**config.mk**
```make
export PLATFORM = sky130hd
export DESIGN_NAME = stopwatch_ctrl
export DESIGN_NICKNAME = d
export VERILOG_FILES = /design/src/rtl/stopwatch_ctrl.sv
export SDC_FILE = /design/constraint.sdc
export NUM_CORES = 1
export LEC_CHECK = 0
export CAP_MARGIN = 30
export CORE_UTILIZATION = 40
export CTS_CLUSTER_DIAMETER = 30
export CTS_CLUSTER_SIZE = 8
export DETAILED_ROUTE_END_ITERATION = 8
export GPL_TIMING_DRIVEN = 0
export PLACE_DENSITY = 0.7
export SLEW_MARGIN = 30
export SYNTH_ARGS = -nofsm -noshare
export SYNTH_HDL_FRONTEND = slang
export SYNTH_SLANG_ARGS = --single-unit
```
**constraint.sdc**
```tcl
create_clock -name clk -period 1.45 [get_ports clk]
set_input_delay 0.2175 -clock clk [delete_from_list [all_inputs] [get_ports clk]]
set_output_delay 0.2175 -clock clk [all_outputs]
set_load 0.02 [all_outputs]
```
**src/rtl/stopwatch_ctrl.sv**
```systemverilog
// MM:SS BCD stopwatch controller: run/pause/clear/adjust FSM driven by 1/2/4 Hz divider edges; all outputs registered.
// Optional lap freeze under `LAP_EN; without it btn_lap is ignored and lap_active is tied low.
module stopwatch_ctrl #(
  parameter int unsigned MAX_MIN = 59
) (
  input  logic       clk,
  input  logic       rst_n,
  input  logic       one,
  input  logic       two,
  input  logic       four,
  input  logic       btn_pause,
  input  logic       btn_clr,
  input  logic       adj,
  input  logic       sel,
  input  logic       btn_lap,
  output logic [3:0] min_hi,
  output logic [3:0] min_lo,
  output logic [3:0] sec_hi,
  output logic [3:0] sec_lo,
  output logic       running,
  output logic       blink,
  output logic       lap_active
);

  localparam logic [3:0] MAX_MIN_HI = 4'(MAX_MIN / 10);
  localparam logic [3:0] MAX_MIN_LO = 4'(MAX_MIN % 10);

  typedef enum logic [1:0] {
    S_IDLE   = 2'd0,
    S_RUN    = 2'd1,
    S_PAUSE  = 2'd2,
    S_ADJUST = 2'd3
  } state_t;

  typedef struct packed {
    logic [3:0] min_hi;
    logic [3:0] min_lo;
    logic [3:0] sec_hi;
    logic [3:0] sec_lo;
  } bcd_time_t;

  state_t    state_q, state_d;
  bcd_time_t cnt_q, cnt_d;
  logic      blink_q, blink_d;
  logic      one_q, two_q, four_q;
  logic      rise_one, rise_two, rise_four;
  logic      count_en, adj_en;

  // seconds wrap 59 -> 00; caller decides whether that carries into minutes
  function automatic logic [7:0] inc_sec(input logic [7:0] s);
    logic [7:0] r;
    if (s[3:0] == 4'd9) begin
      r[3:0] = 4'd0;
      r[7:4] = (s[7:4] == 4'd5) ? 4'd0 : s[7:4] + 4'd1;
    end else begin
      r = {s[7:4], s[3:0] + 4'd1};
    end
    return r;
  endfunction

  function automatic logic [7:0] inc_min(input logic [7:0] m);
    logic [7:0] r;
    if (m == {MAX_MIN_HI, MAX_MIN_LO}) begin
      r = 8'h00;
    end else if (m[3:0] == 4'd9) begin
      r = {m[7:4] + 4'd1, 4'd0};
    end else begin
      r = {m[7:4], m[3:0] + 4'd1};
    end
    return r;
  endfunction

  assign rise_one  = one  & ~one_q;
  assign rise_two  = two  & ~two_q;
  assign rise_four = four & ~four_q;

  // FSM: state register
  always_ff @(posedge clk) begin
    if (!rst_n) begin
      state_q <= S_IDLE;
    end else begin
      state_q <= state_d;
    end
  end

  // FSM: next state
  always_comb begin
    state_d = state_q;
    if (btn_clr) begin
      state_d = S_IDLE;
    end else if (adj) begin
      state_d = S_ADJUST;
    end else begin
      case (state_q)
        S_IDLE:   if (btn_pause) state_d = S_RUN;
        S_RUN:    if (btn_pause) state_d = S_PAUSE;
        S_PAUSE:  if (btn_pause) state_d = S_RUN;
        S_ADJUST: state_d = S_PAUSE;
        default:  state_d = S_IDLE;
      endcase
    end
  end

  // A tick that lands on the ADJUST-entry cycle is dropped: adj masks counting.
  assign count_en = (state_q == S_RUN) && rise_one && !adj;
  assign adj_en   = (state_q == S_ADJUST) && adj && rise_two;

  always_comb begin
    cnt_d = cnt_q;
    if (btn_clr) begin
      cnt_d = '0;
    end else if (count_en) begin
      {cnt_d.sec_hi, cnt_d.sec_lo} = inc_sec({cnt_q.sec_hi, cnt_q.sec_lo});
      if ({cnt_q.sec_hi, cnt_q.sec_lo} == 8'h59) begin
        {cnt_d.min_hi, cnt_d.min_lo} = inc_min({cnt_q.min_hi, cnt_q.min_lo});
      end
    end else if (adj_en) begin
      if (sel) begin
        {cnt_d.sec_hi, cnt_d.sec_lo} = inc_sec({cnt_q.sec_hi, cnt_q.sec_lo});
      end else begin
        {cnt_d.min_hi, cnt_d.min_lo} = inc_min({cnt_q.min_hi, cnt_q.min_lo});
      end
    end
  end

  always_comb begin
    blink_d = blink_q;
    if (state_d != S_ADJUST || state_q != S_ADJUST) begin
      blink_d = 1'b1;
    end else if (rise_four) begin
      blink_d = ~blink_q;
    end
  end

  always_ff @(posedge clk) begin
    if (!rst_n) begin
      cnt_q   <= '0;
      blink_q <= 1'b1;
      one_q   <= 1'b0;
      two_q   <= 1'b0;
      four_q  <= 1'b0;
    end else begin
      cnt_q   <= cnt_d;
      blink_q <= blink_d;
      one_q   <= one;
      two_q   <= two;
      four_q  <= four;
    end
  end

`ifdef LAP_EN
  logic      lap_q, lap_d;
  bcd_time_t disp_q, disp_d;

  always_comb begin
    lap_d = lap_q;
    if (btn_clr || state_d == S_ADJUST) begin
      lap_d = 1'b0;
    end else if (btn_lap && (state_q == S_RUN || state_q == S_PAUSE)) begin
      lap_d = ~lap_q;
    end
  end

  // Freeze takes the value shown before this edge; unfreezing re-tracks the live count immediately.
  always_comb begin
    disp_d = cnt_d;
    if (lap_d) begin
      disp_d = lap_q ? disp_q : cnt_q;
    end
  end

  always_ff @(posedge clk) begin
    if (!rst_n) begin
      lap_q  <= 1'b0;
      disp_q <= '0;
    end else begin
      lap_q  <= lap_d;
      disp_q <= disp_d;
    end
  end

  // FSM: outputs
  always_comb begin
    {min_hi, min_lo, sec_hi, sec_lo} = disp_q;
    running    = (state_q == S_RUN);
    blink      = blink_q;
    lap_active = lap_q;
  end
`else
  logic unused_btn_lap;
  assign unused_btn_lap = btn_lap;

  // FSM: outputs
  always_comb begin
    {min_hi, min_lo, sec_hi, sec_lo} = cnt_q;
    running    = (state_q == S_RUN);
    blink      = blink_q;
    lap_active = 1'b0;
  end
`endif

endmodule

```
== After elaboration in Yosys (flattened, before gate mapping) ==
Cells that the tools add are included.
W data, S select, Z words.
Storage, ports and cells
  bits in registers: 22
  bits of input ports: 10
Cells by class
  $add $sub $neg: 4
  equal/unequal tests: 12
  mux-type cells: 14
  reduce and logical (&&, ||, !) cells: 14
  bitwise gates (word level): 8
Operators by type and width (count)
  $mux W8: 6
  $mux W16: 2
  $add A4 B1 Y4 const B: 4
  $eq A8 B7 Y1 const B: 2
  $eq A4 B4 Y1 const B: 2
  $mux W2: 4
  $pmux W2 S3: 1
  $reduce_or A2 Y1: 3
  $not A1 Y1: 5
  $eq A2 B2 Y1 const B: 2
  $eq A4 B3 Y1 const B: 1
  $logic_and A1 B1 Y1: 4
  $mux W4: 1
  $ne A2 B1 Y1 const B: 2
  $ne A2 B2 Y1 const B: 2
  $reduce_bool A2 Y1: 2
  $and A1 B1 Y1: 3
  $reduce_and A3 Y1: 1
  $eq A2 B1 Y1 const B: 1
  $logic_not A2 Y1: 1
  $reduce_and A2 Y1: 1
  $logic_not A1 Y1: 1
  $logic_or A1 B1 Y1: 1

== Logic depth before layout (Yosys ltp) ==
  word-level depth: 8
  depth in mapped cells: 7

== Least setup slack after synthesis ==
No wires, ideal clock.
  path type: reg-to-reg
  start point: reg state_q[0]
  end point: reg cnt_q, in the netlist sec_lo[3]
  path slack: -0.226 ns
  cell stages (with the launch flop): 7
  arrival: 1.543 ns
  clock period less this slack: 1.676 ns
  required time: 1.318 ns
  buffers on the path: 1
  cell sequence: dfxtp_1 nor2b_1 and3_1 clkbuf_1 o21ai_0 o21ai_0 a21oi_1
Between the ends
  word-level cells in the longest chain between the ends: 5
  elaborated cells between the ends (all ways): 10
RTL lines
  start, declared: line 42  | state_t state_q, state_d;
  start signal, assigned: line 82  | state_q <= state_d;
  $eq A2 B1 Y1 (*)
  via running: line 20  | output logic running,
  $logic_and A1 B1 Y1 (*) (2 in series): line 105  | assign count_en = (state_q == S_RUN) && rise_one && !adj;
  $reduce_bool A2 Y1 (no line)
  $reduce_and A2 Y1 (no line)
  end signal, assigned: line 143  | cnt_q <= cnt_d;
  end, declared: line 43  | bcd_time_t cnt_q, cnt_d;
Mark *: on every way through the listed nets, which the timed path passes. The rest lies on a longest branch.
A chain may end at the register's enable or synchronous reset.

== Worst setup path after layout ==
  start point: reg cnt_q, in the netlist sec_lo[2]
  end point: reg cnt_q, in the netlist min_hi[0]
Between the ends
  word-level cells in the longest chain between the ends: 3
RTL lines
  $eq A8 B7 Y1: line 114  | if ({cnt_q.sec_hi, cnt_q.sec_lo} == 8'h59) begin
  $ne A2 B1 Y1 (no line)
  $reduce_and A3 Y1 (no line)
Every way passes these cells.

==> out/qor.yml <==
status: "finished with violations"
violations: "setup timing"
cts_buffers: 3
synth_edf_count: 0
power_uw: 983
p_leak_uw: 0.000741
cts_tree: "yes"
syn_area_um2: 1110
crit_chain: "and4bb_2, nand4_4, a211oi_4, buf_6, mux2i_1, nor2_1"
ios: 29
critPathLaunchType: "register"
drtPass1Iterations: 4
fillCellCount: 223
async_flop_share_pct: 0
final_util_pct: 65.9
grt.overflow.total: 0
ant_nets: 0
ys_seq_area_share_pct: 39.8
synth_flop_cell: "dfxtp_1"
start_util_pct: 43.5
path_class: "reg2reg"
period_share_pct: 110
end_kind: "register"
wl_per_cell_um: 14.0
max_cap_violations: 0
ys_ff_latch: 22
final_common_cell: "dlygate4sd2_1"
ctsHtreeMaxLevel: 1
synth_fp_nets: 137
cpPeakStageDelay_ns: 0.37
period_minus_slack_ns: 1.60
critPathMaxFanout: 6
setup_viol_count_final: 7
track_usage_pct: 20.2
root_buffer: "clkbuf_4"
peakVddDrop_mv: 0.547
yosys_warnings: 0
cp.arrival_ns: 1.78
synth_top_area_share_pct: 39.8
antenna_found_initial: 0
die_w_um: 54.6
dr.first_iter.drc_count: 14
critPathRequiredTime_ns: 1.63
routed_wl_um: 2730
viasPerCell: 5.24
port_buffers: 26
cts.path.max_buffers: 2
grt_pass1_vias: 980
nNetsFinal: 180
num_vias: 1021
area_delta_synth_final_pct: 51.4
layout_common_cells: "dlygate4sd2_1, nor2_1, buf_4, dfxtp_1, dfxtp_2"
synthDistinctLibCells: 38
grt_pass1_wl_um: 4210
min_path_type: "in2reg"
fmax_mhz: 626
syn_inst: 123
grt_max_degree: 13
rsz0062_at_grt: "yes"
powerDensity_nw_per_um2: 586
die_area_um2: 2980
cpMaxStageDelayCell: "dfxtp_4"
setup_tns_ns: -0.858
insertion_delay_ns: 0.30
n_antenna_cell: 0
postCtsHoldBufs: 0
syn_area_per_cell_um2: 9.00
coreArea_um2: 2540
place.gp.congestion: 0.711
final_hold_viol_count: 0
clkTransAtPathRegs_ns: 0.12
drc: 0
post_dp_cell_area_um2: 1440
stdcell_count: 195
final_area_um2: 1680
ys_top_cells_by_area: "dfxtp_1, mux2i_1, nor2_1"
dp.cells: 179
finalMaxSlewViolations: 0
clock_sinks: 22
layout_setup_ws_ns: -0.147
dp_hpwl_um: 1710
num_rows: 18
drive_gt1_share_pct: 32.1
die_height_um: 54.6
yosys.area.top_type: "dfxtp_1"
fin_skew_ns: 0.00538
-- final timing paths --
path | to | depth (start not counted) | slack, ns | startpoint
hold / removal | state_q[1] | 3 | 0.41 | adj
hold reg to reg | min_hi[3] | 2 | 0.52 | min_hi[3]
setup / recovery | min_hi[0] | 6 | -0.15 | sec_lo[2]
setup reg to reg | min_hi[0] | 6 | -0.15 | sec_lo[2]
-- cell type report --
cell class	count	area (µm²)	area share (%)
Buffer	2	11.3	0.672
Clock buffer	4	26.3	1.57
Inverter	6	22.5	1.34
Multi-Input combinational cell	91	757	45.1
Sequential cell	22	465	27.8
Tap cell	30	37.5	2.24
Timing Repair Buffer	40	357	21.3
-- flip-flops by register name, summed over array words and instances, names as in the netlist --
signal   flops
min_hi       4
min_lo       4
sec_hi       4
sec_lo       4
state_q      2
blink        1
four_q       1
one_q        1
two_q        1
-- metal layers --
| layer | GRT usage, % | wire length, µm | share of wire, % | vias to the layer above |
|---|---|---|---|---|
| met5 | 0 | 0 | 0 | - |
| met4 | 7.26 | 28 | 1.0 | 0 |
| met3 | 4.44 | 94 | 3.4 | 4 |
| met2 | 36.3 | 1410 | 52 | 19 |
| met1 | 23.0 | 1190 | 44 | 485 |
| li1 | - | - | - | 513 |
-- kinds of logic after synthesis --
logic type	share of synthesized area (%)
other	0.339
AO/OA/AOI/OAI	13.4
AND/OR/NAND/NOR	27.9
adder cells (fa/ha/maj)	4.52
XOR/XNOR	3.96
flip-flops	39.8
buffers and inverters	3.73
multiplexers	6.33
-- stage by stage --
step	worst slack (ns)	hold WS [ns]
2_1_floorplan	-0.103	0.339
3_3_place_gp	-0.682	0.483
3_5_place_dp	-0.698	0.504
4_1_cts	-0.165	0.385
5_1_grt	-0.214	0.386
6_report	-0.147	0.406
-- cell usage after synthesis (4+ instances only) --
library cell and number:
mux2i_1 7, nor2b_1 4, ha_1 4, dfxtp_1 22, nand3_1 4, o21ai_0 4
nor2_1 16, nand2_1 7, inv_1 6, a21oi_1 5, and2_1 4
-- report_power, final --
group | switching, µW | leakage (µW) | internal (µW)
Combinational | 42.1 | 0.000541 | 45.4
Sequential | 6.14 | 0.000185 | 606
Clock | 177 | 0.0000150 | 107
Total | 225 | 0.000741 | 759
-- worst max-delay path: cells and delay by family (launching register included) --
| family | cells | cell delay (ns) |
|---|---|---|
| AND/OR/NAND/NOR | 3 | 0.52 |
| flip-flops | 1 | 0.37 |
| AO/OA/AOI/OAI | 1 | 0.25 |
| multiplexers | 1 | 0.19 |
| buffers and inverters | 1 | 0.16 |
-- repair_timing --
action,in CTS,in global routing
gates resized for setup,36,21
pin swaps,8,11
buffers inserted,11,4
endpoints found under the setup margin,34,18
(Power assumes the default switching activity.)
